## src/rtl/mux_nx1_rr_pkg.sv

```systemverilog
// Shared definitions for the parametrised mux family: select-mode encodings,
// output-slot states and the width helper used to size select/pointer fields.
package mux_nx1_rr_pkg;

    localparam logic MODE_DIRECT      = 1'b0;
    localparam logic MODE_ROUND_ROBIN = 1'b1;

    typedef enum logic {
        SLOT_EMPTY = 1'b0,
        SLOT_FULL  = 1'b1
    } slot_e;

    // Bits needed to hold an index 0..value-1; never less than one bit.
    function automatic int clog2(input int value);
        int bits;
        bits = 0;
        for (int v = value - 1; v > 0; v = v >> 1) begin
            bits++;
        end
        return (bits == 0) ? 1 : bits;
    endfunction

endpackage

```

## src/rtl/mux_nx1_rr_pick.sv

```systemverilog
// Rotate-priority search: first asserted request at or after i_ptr, wrapping
// modulo N. Purely combinational so other arbiters can reuse it.
module mux_nx1_rr_pick #(
    parameter int N  = 4,
    parameter int SW = 2
) (
    input  logic [N-1:0]  i_req,
    input  logic [SW-1:0] i_ptr,
    output logic          o_grant_valid,
    output logic [SW-1:0] o_grant_idx
);

    logic [SW-1:0] w_idx;

    // Walk from the farthest offset back to ptr so the nearest request wins.
    always_comb begin
        o_grant_valid = 1'b0;
        o_grant_idx   = '0;
        w_idx         = '0;
        for (int k = N - 1; k >= 0; k--) begin
            w_idx = SW'((int'(i_ptr) + k) % N);
            if (i_req[w_idx]) begin
                o_grant_valid = 1'b1;
                o_grant_idx   = w_idx;
            end
        end
    end

endmodule

```

## src/rtl/mux_nx1_rr.sv

```systemverilog
// Registered N-to-1 channel merger with valid/ready handshakes; selects either
// an externally chosen channel or scans valid channels round-robin.
//
//   state      | meaning
//   SLOT_EMPTY | output register holds no unconsumed word (o_out_valid=0)
//   SLOT_FULL  | output register holds a word waiting for i_out_ready
module mux_nx1_rr
    import mux_nx1_rr_pkg::*;
#(
    parameter  int N  = 4,
    parameter  int W  = 1,
    localparam int SW = clog2(N)
) (
    input  logic           clk,
    input  logic           rst_n,
    input  logic [N*W-1:0] i_in_data,
    input  logic [N-1:0]   i_in_valid,
    output logic [N-1:0]   o_in_ready,
    input  logic           i_mode,
    input  logic [SW-1:0]  i_sel,
    output logic [W-1:0]   o_out_data,
    output logic [SW-1:0]  o_out_sel,
    output logic           o_out_valid,
    input  logic           i_out_ready
);

    slot_e         r_slot;
    logic [W-1:0]  r_data;
    logic [SW-1:0] r_sel;
    logic [SW-1:0] r_ptr;

    logic [W-1:0]  w_chan [N];
    logic          w_rr_valid;
    logic [SW-1:0] w_rr_idx;
    logic          w_dir_valid;
    logic          w_grant_valid;
    logic [SW-1:0] w_grant_idx;
    logic          w_load_en;
    logic          w_load;
    logic [SW-1:0] w_ptr_next;

    for (genvar gi = 0; gi < N; gi++) begin : g_chan
        assign w_chan[gi]     = i_in_data[gi*W +: W];
        assign o_in_ready[gi] = w_load & (w_grant_idx == SW'(gi));
    end

    mux_nx1_rr_pick #(
        .N  (N),
        .SW (SW)
    ) u_pick (
        .i_req         (i_in_valid),
        .i_ptr         (r_ptr),
        .o_grant_valid (w_rr_valid),
        .o_grant_idx   (w_rr_idx)
    );

    // Out-of-range selects (possible when N is not a power of two) never grant.
    assign w_dir_valid = (int'(i_sel) < N) && i_in_valid[i_sel];

    always_comb begin
        w_grant_valid = 1'b0;
        w_grant_idx   = '0;
        if (i_mode == MODE_ROUND_ROBIN) begin
            w_grant_valid = w_rr_valid;
            w_grant_idx   = w_rr_idx;
        end else begin
            w_grant_valid = w_dir_valid;
            w_grant_idx   = i_sel;
        end
    end

    assign w_load_en  = (r_slot == SLOT_EMPTY) | i_out_ready;
    assign w_load     = w_load_en & w_grant_valid;
    assign w_ptr_next = (w_grant_idx == SW'(N - 1)) ? '0 : w_grant_idx + SW'(1);

    always_ff @(posedge clk or negedge rst_n) begin
        if (!rst_n) begin
            r_slot <= SLOT_EMPTY;
            r_data <= '0;
            r_sel  <= '0;
            r_ptr  <= '0;
        end else begin
            case (r_slot)
                SLOT_EMPTY: begin
                    if (w_load) begin
                        r_slot <= SLOT_FULL;
                    end
                end
                SLOT_FULL: begin
                    if (i_out_ready && !w_grant_valid) begin
                        r_slot <= SLOT_EMPTY;
                    end
                end
                default: r_slot <= SLOT_EMPTY;
            endcase
            if (w_load) begin
                r_data <= w_chan[w_grant_idx];
                r_sel  <= w_grant_idx;
                if (i_mode == MODE_ROUND_ROBIN) begin
                    r_ptr <= w_ptr_next;
                end
            end
        end
    end

    assign o_out_data  = r_data;
    assign o_out_sel   = r_sel;
    assign o_out_valid = (r_slot == SLOT_FULL);

endmodule

```

## config.mk

```make
export PLATFORM = sky130hd
export DESIGN_NAME = mux_nx1_rr
export DESIGN_NICKNAME = d
export VERILOG_FILES = /design/src/rtl/mux_nx1_rr_pkg.sv /design/src/rtl/mux_nx1_rr_pick.sv /design/src/rtl/mux_nx1_rr.sv
export SDC_FILE = /design/constraint.sdc
export NUM_CORES = 1
export LEC_CHECK = 0
export BUFFER_PORTS_ARGS = -buffer_cell sky130_fd_sc_hd__buf_2
export CORE_AREA = 2 2 39 41
export CTS_BUF_LIST = sky130_fd_sc_hd__clkbuf_4 sky130_fd_sc_hd__clkbuf_8
export CTS_CLUSTER_DIAMETER = 80
export DETAILED_ROUTE_END_ITERATION = 7
export DIE_AREA = 0 0 41 43
export GPL_TIMING_DRIVEN = 0
export PLACE_DENSITY = 0.8
export SYNTH_ARGS = -nofsm -noshare
export SYNTH_HDL_FRONTEND = slang
export SYNTH_SLANG_ARGS = --single-unit
```

## constraint.sdc

```tcl
create_clock -name clk -period 1.9 [get_ports clk]
set_clock_uncertainty 0.2 [all_clocks]
set_input_delay 0.38 -clock clk [delete_from_list [all_inputs] [get_ports clk]]
set_output_delay 0.38 -clock clk [all_outputs]
set_load 0.1 [all_outputs]
```

==> results.cfg, run 1 <==
[status]
outcome = finished, violations left
violations = setup timing

[finish]
postLayoutCoreUtil_pct = 64.3
area_delta_synth_final_pct = 76.9
layout.nets = 107
regArea_um2 = 153
fillers = 101
multiInputGateArea_um2 = 418
drive_gt1_share_pct = 61.5
num_antenna_cells = 0

[yosys]
synth_area_um2 = 503
yosysWarnings = 0
yosys.area.top_type_share_pct = 29.9
synth_fa_ha_area_share_pct = 2.49
synthTopCellsByCount = dfrtp_1, a21oi_1, nand2b_1, nor2_1
synth-seq-cells = 6
synth.distinct_cells = 22
synth_cells = 55
syn-num-nets = 70
synth-compound-area-share_pct = 23.6
synthMuxAreaShare_pct = 20.6
synthArstFlopShare_pct = 100
synthTopCellsByArea = dfrtp_1, mux2_1, nand2b_1, mux2i_1, mux4_1
synth.largest_area_cell = dfrtp_1
synth_top_family_by_area = compound AO/OA/AOI/OAI gates
synth_edf_count = 0
syn_avg_cell_area_um2 = 9.15
synthSimpleGateAreaFrac_pct = 20.4
synth_xor_area_share_pct = 0
synth_seq_area_share_pct = 29.9
ys.flop_type = dfrtp_1
synth_most_common_cell = dfrtp_1

[die]
die_x_um = 41
dieArea_um2 = 1760
core-area_um2 = 1380
num_rows = 14
io_pins = 22
initial_core_util_pct = 36.3
die_height_um = 43

[clock_network]
htreeDepth = 1
root_buffer = clkbuf_4
clkTransAtPathRegs_ns = 0.05
cts_buffer_depth = 2
worstSkewPairLatency_ns = 0.25
clock-sinks = 6
cts_buffers = 3
cts_tree = built

[critical_path]
crit_arrival_ns = 1.78
cp-start-kind = register
required_ns = 1.32
end_kind = output port
crit_fanout = 6
worstSetupPathType = reg -> out

[hold_path]
hold_path.class = in -> reg

[global_routing]
grt_start_max_net_pins = 8
grt.overflow.total = 0
antenna_found_initial = 0
grt_pass1_vias = 562
grt_pass1_wl_um = 2340
track_usage_pct = 19.3

[timing]
min_period_over_period_pct = 124
tightest_slew_ns = 0.490
slew_violations = 0
slew_headroom_pct = 67.6
hold_violations = 0
setup_viol = 6
rsz0062_at_grt = yes
period_needed_ns = 2.36
worst_slack_ns = -0.461
fmax_mhz = 423

[power]
p_sw_uw = 534
p_sw_share_pct = 49.9
vdd_drop_max_uv = 811
internal_power_uw = 535
power_frac_comb_pct = 66.7
p_seq_share_pct = 20.3
p_per_area_nw_per_um2 = 1200
power.total_uw = 1070
pwr-share-clk_pct = 13.0
p_leak_uw = 0.000398

[place]
dp_hpwl_um = 906
gp_congestion = 0.726
portBuffers = 21

[routing]
drc = 0
vias = 579
drt-total-wl_um = 1460
wl_per_cell_um = 13.6
first_iter_violations = 5
ant_nets = 0
vias_per_cell = 5.41
first_pass_iters = 4

[flow_run]
cap_violations = 0
layer usage:
| layer | wire length (um) | track usage [%] | up-vias |
|---|---|---|---|
| met3 | 56 | 4.71 | 2 |
| met1 | 589 | 25.2 | 286 |
| met5 | 0 | 0 | - |
| li1 | - | - | 274 |
| met2 | 797 | 29.7 | 17 |
| met4 | 12 | 6.67 | 0 |
cells by family after synthesis:
group	count (synthesis)
fa+ha+maj	1
mux	8
simple gates	19
flops	6
compound gates	17
buf+inv	4
final timing paths:
check	startpoint	endpoint	slack [ns]	cells past startpoint
worst max-delay path	r_ptr[1]	o_in_ready[3]	-0.46	6
worst min-delay path	i_out_ready	o_out_valid	0.26	4
worst max register to register	r_ptr[1]	o_out_data	-0.21	8
worst min register to register	o_out_sel[0]	o_out_sel[0]	0.29	1
max in group asynchronous	rst_n	o_out_sel[0]	1.07	2
min in group asynchronous	rst_n	r_ptr[0]	0.28	2
cell type report:
| type | count | share of cell area [%] |
|---|---|---|
| multi-input combinational | 45 | 47.0 |
| sequential | 6 | 17.2 |
| clock buffer | 4 | 3.38 |
| inverter | 4 | 1.69 |
| timing repair buffer | 32 | 28.6 |
| tap | 16 | 2.25 |
registers in the layout, summed over array words and instances, names as in the netlist:
name / cells
r_ptr: 2
o_out_sel: 2
o_out_data: 1
o_out_valid: 1
power by group through the flow:
stage / logic (uW) / clock network (uW) / registers (uW)
floorplan: 258 / 0 / 381
global placement: 507 / 0 / 216
detailed placement: 517 / 0 / 217
CTS: 671 / 142 / 212
global route: 751 / 153 / 223
finish: 713 / 139 / 217
per-stage QoR:
stage          hold WS [ns]  TNS [ns]  cells  cell area (um2)  worst slack (ns)
6_report              0.265     -1.95    107              890            -0.461
5_1_grt               0.279     -2.44    107              890            -0.535
4_1_cts               0.245     -1.82    106              842            -0.450
3_5_place_dp        0.00971     -2.93     92              649            -0.627
3_3_place_gp        0.00594     -2.67     92              649            -0.615
2_1_floorplan        -0.116     -1.31     55              524            -0.353
what timing repair did:
| action | CTS | global route |
|---|---|---|
| gates resized for setup | 23 | 8 |
| hold buffers | 1 | 0 |
| pin swaps | 2 | 6 |
| hold endpoints to repair | 6 | 0 |
| endpoints found under the setup margin | 6 | 7 |
| buffers inserted | 9 | 1 |
layout by cell type (no fill, tap or decap), drive strengths merged:
cell         instances
mux2i                4
o211ai               1
ha                   1
nand3                1
o21ai                6
and2                 1
mux2                 3
dlygate4sd3          1
nand2b               5
o22a                 1
a21oi                7
inv                  4
clkbuf               4
nor2                 5
a211oi               1
nand3b               2
buf                 31
a211o                1
mux4                 1
nand2                4
dfrtp                6
or4                  1
critical path, cell delays in order (launching register included):
cell     delay, ns
dfrtp_2       0.44
a211o_1       0.28
a21oi_2       0.12
o22a_2        0.21
ha_2          0.17
and2_4        0.14
buf_12        0.17
Note: power is estimated with default switching activity, not from simulation.
==> run 2, diff against run 1 <==
==> constraint.sdc (replaced) <==
create_clock -name clk -period 1.9 [get_ports clk]
set_clock_uncertainty 0.2 [all_clocks]
set_input_delay 0.285 -clock clk [delete_from_list [all_inputs] [get_ports clk]]
set_output_delay 0.285 -clock clk [all_outputs]
set_load 0.1 [all_outputs]
==> results.cfg, run 2 (synthesis results as in run 1) <==
[finish]
layout.nets = 105
num_antenna_cells = 0
area_delta_synth_final_pct = 78.6
drive_gt1_share_pct = 61.8
postLayoutCoreUtil_pct = 64.9
multiInputGateArea_um2 = 430
final_common_cell = buf_2
fillers = 109
regArea_um2 = 153
mostFrequentLayoutCells = buf_2, buf_4, buf_12

[critical_path]
end_kind = output port
slowest_stage = dfrtp_2
crit_fanout = 7
worstSetupPathType = reg -> out
cp-start-kind = register
critical-path-max-stage-delay_ns = 0.46
worstPathCellList = a211o_1 -> a21oi_2 -> o22a_4 -> buf_4 -> inv_4 -> nor2_4 -> buf_12
crit_arrival_ns = 1.79
required_ns = 1.41

[clock_network]
clock-sinks = 6
cts_tree = built
cts_buffers = 3
root_buffer = clkbuf_4
cts_buffer_depth = 2
htreeDepth = 1
clkTransAtPathRegs_ns = 0.06
worstSkewPairLatency_ns = 0.26

[timing]
slew_violations = 0
min_period_over_period_pct = 120
worst_slack_ns = -0.377
setup_viol = 5
hold_violations = 0
hold_slack_ns = 0.140
fmax_mhz = 439
setup_tns_ns = -1.70
tightest_slew_ns = 0.488
slew_headroom_pct = 67.7
period_needed_ns = 2.28
rsz0062_at_grt = yes

[hold_path]
hold_path.class = in -> reg

[die]
io_pins = 22
initial_core_util_pct = 36.3
die_x_um = 41
core-area_um2 = 1380
dieArea_um2 = 1760
die_height_um = 43
num_rows = 14

[place]
gp_congestion = 0.792
dp_hpwl_um = 931
portBuffers = 21
preCtsSetupSlack_ns = -0.433

[power]
p_sw_uw = 549
vdd_drop_max_uv = 694
power_frac_comb_pct = 66.7
internal_power_uw = 557
p_seq_share_pct = 19.7
p_leak_uw = 0.000403
pwr-share-clk_pct = 13.6
p_sw_share_pct = 49.7
p_per_area_nw_per_um2 = 1230
power.total_uw = 1110

[global_routing]
grt.overflow.total = 0
grt_start_max_net_pins = 8
track_usage_pct = 20.9
grt_pass1_wl_um = 2480
grt_pass1_vias = 594
antenna_found_initial = 0

[routing]
drc = 0
first_iter_violations = 12
ant_nets = 0
drt-total-wl_um = 1540
wl_per_cell_um = 14.7
vias_per_cell = 5.50
first_pass_iters = 4
vias = 578

[status]
violations = setup timing
outcome = finished, violations left

[flow_run]
cap_violations = 0
## run 2: worst paths after layout
path | slack, ns | start | endpoint | depth (start not counted)
setup / recovery | -0.38 | r_ptr[1] | o_in_ready[1] | 7
hold / removal | 0.14 | i_out_ready | o_out_valid | 4
setup reg to reg | -0.28 | r_ptr[1] | o_out_data | 8
hold reg to reg | 0.28 | o_out_sel[0] | o_out_sel[0] | 1
max in group asynchronous | 1.14 | rst_n | o_out_data | 2
min in group asynchronous | 0.18 | rst_n | o_out_sel[1] | 2
## run 2: area by class of cell
| type | instances | area share, % |
|---|---|---|
| clock buffer | 4 | 3.34 |
| multi-input combinational | 45 | 47.9 |
| tap | 16 | 2.23 |
| timing repair buffer | 30 | 27.6 |
| sequential | 6 | 17.0 |
| inverter | 4 | 1.95 |
## run 2: repair_timing
action                                 4_1_cts  5_1_grt
hold buffers                                 1        0
endpoints found under the hold margin        6        0
buffers inserted                             7        1
pin swaps                                    3        2
setup endpoints to repair                    6        6
gates resized for setup                     24        0
## run 2: layer usage
metal  up-vias  share of wire [%]  GRT usage (%)
met3         4                4.3           7.85
met5         -                  0              0
met1       285                 40           22.4
met4         0                1.9           4.00
li1        267                  -              -
met2        22                 54           36.9
## run 2: metrics by stage
step	area, um2	instances
finish	898	105
global route	898	105
CTS	891	104
detailed placement	686	92
global placement	686	92
floorplan	561	55
## run 2: power by group through the flow
stage	Combinational, uW	Clock, uW	Sequential [uW]
after floorplan	282	0	383
after global placement	530	0	218
after detailed placement	543	0	221
after CTS	720	148	213
after global routing	778	167	226
final	738	150	218
## run 2: critical path: cells and delay by family, from the launching register on
family	cells	cell delay [ns]
flip-flops	1	0.46
buffers and inverters	3	0.34
AO/OA/AOI/OAI	3	0.62
AND/OR/NAND/NOR	1	0.11
==> run 3, diff against run 2 <==
Settings changed: RECOVER_POWER set to 100.
Clock period 1.9 ns to 1.8 ns, I/O delays scaled along.
==> results.cfg, run 3 (synthesis results as in run 1) <==
[status]
outcome = finished, violations left
violations = setup timing

[timing]
slew_headroom_pct = 67.5
rsz0062_at_grt = yes
worst_slack_ns = -0.467
setup_tns_ns = -2.17
fmax_mhz = 441
min_period_over_period_pct = 126
hold_violations = 0
tightest_slew_ns = 0.491
slew_violations = 0
setup_viol = 6
period_needed_ns = 2.27

[critical_path]
worstSetupPathType = reg -> out
cp-start-kind = register
critical-path-max-stage-delay_ns = 0.45
crit_fanout = 7
end_kind = output port
worstPathCellList = a211o_1 -> a21oi_2 -> o22a_4 -> ha_4 -> and2_4 -> buf_12
cp.buffers_inverters = 1
crit_arrival_ns = 1.80
slowest_stage = dfrtp_2
required_ns = 1.33
path_delay_family = compound AO/OA/AOI/OAI gates

[global_routing]
antenna_found_initial = 0
grt_pass1_vias = 585
grt_start_max_net_pins = 9
grt_pass1_wl_um = 2550
track_usage_pct = 22.2
grt.overflow.total = 0

[die]
dieArea_um2 = 1760
io_pins = 22
initial_core_util_pct = 36.3
die_height_um = 43
num_rows = 14
core-area_um2 = 1380
die_x_um = 41

[routing]
ant_nets = 0
first_pass_iters = 4
drc = 0
wl_per_cell_um = 15.3
vias_per_cell = 5.38
vias = 554
first_iter_violations = 23
drt-total-wl_um = 1570

[finish]
mostFrequentLayoutCells = buf_2, buf_12, buf_4
layout.nets = 103
num_antenna_cells = 0
drive_gt1_share_pct = 62.1
final_common_cell = buf_2
final_cells = 103
stdcell_area_um2 = 885
area_delta_synth_final_pct = 75.9

[flow_run]
cap_violations = 0

[power]
p_sw_share_pct = 50.6
power_frac_comb_pct = 65.0
p_seq_share_pct = 20.5
pwr-share-clk_pct = 14.6
p_per_area_nw_per_um2 = 1300
p_sw_uw = 580
internal_power_uw = 566
p_leak_uw = 0.000391
vdd_drop_max_uv = 671

[clock_network]
root_buffer = clkbuf_4
cts_buffers = 3
worstSkewPairLatency_ns = 0.27
htreeDepth = 1
clkTransAtPathRegs_ns = 0.07
cts_buffer_depth = 2
clock-sinks = 6
cts_tree = built

[place]
preCtsSetupSlack_ns = -0.503
dp_cells = 92
gp_congestion = 0.785
dp_hpwl_um = 982
portBuffers = 21
dpl-instance-area_um2 = 693

[hold_path]
hold_path.class = in -> reg
run 3: changes by cell type in the layout (fill, tap and decap cells not counted), sizes merged:
cell / previous run / this run
clkbuf: 4 / 5
buf: 29 / 26
run 3: worst reg2reg max path, delay by kind of cell, from the launching register on:
kind                   cells  cell delay (ns)
muxes                      3             0.57
AOI/OAI and AO/OA          3             0.49
DFF                        1             0.45
buffers and inverters      2             0.29
run 3: repair_timing:
item,CTS,global route
hold buffers,1,0
endpoints found under the setup margin,7,6
hold endpoints to repair,6,0
gates resized for setup,22,2
pin swaps,6,5
gates cloned,0,0
buffers inserted,5,1
run 3: metrics by stage:
step           hold WS, ns  power, uW  utilization, %
2_1_floorplan       -0.226        711               -
3_3_place_gp       -0.0991        798            50.1
3_5_place_dp       -0.0916        814            50.1
4_1_cts              0.113       1110            63.1
5_1_grt              0.145       1210            63.9
6_report             0.116       1150            63.9
run 3: path summary, 6_finish.rpt:
kind,end,start,slack [ns],cells past startpoint
max,o_in_ready[3],r_ptr[1],-0.47,6
min,o_out_valid,i_out_ready,0.12,4
max reg2reg,o_out_data,r_ptr[1],-0.33,8
min reg2reg,o_out_sel[0],o_out_sel[0],0.28,1
max in group asynchronous,r_ptr[0],rst_n,0.87,2
min in group asynchronous,o_out_sel[1],rst_n,0.22,2
run 3: final cells by class:
cell class / instances / area (um2)
clock buffers: 4 / 30.0
inverters: 4 / 15.0
fillers: 111 / 499
well taps: 16 / 20.0
multi-input cells: 45 / 434
repair buffers: 28 / 231
flip-flops and latches: 6 / 154
run 3: power groups by stage:
stage	Clock, uW	Sequential (uW)	Combinational, uW
after CTS	168	235	711
after floorplan	0	405	305
after global routing	177	242	787
after global placement	0	231	567
after detailed placement	0	234	580
final	167	235	745
run 3: routing by layer:
layer,global-route usage (%),vias up,share of wire [%]
li1,-,266,-
met1,23.7,260,39
met2,36.3,24,55
met3,4.71,4,3.7
met4,14.7,0,2.7
met5,0,-,0
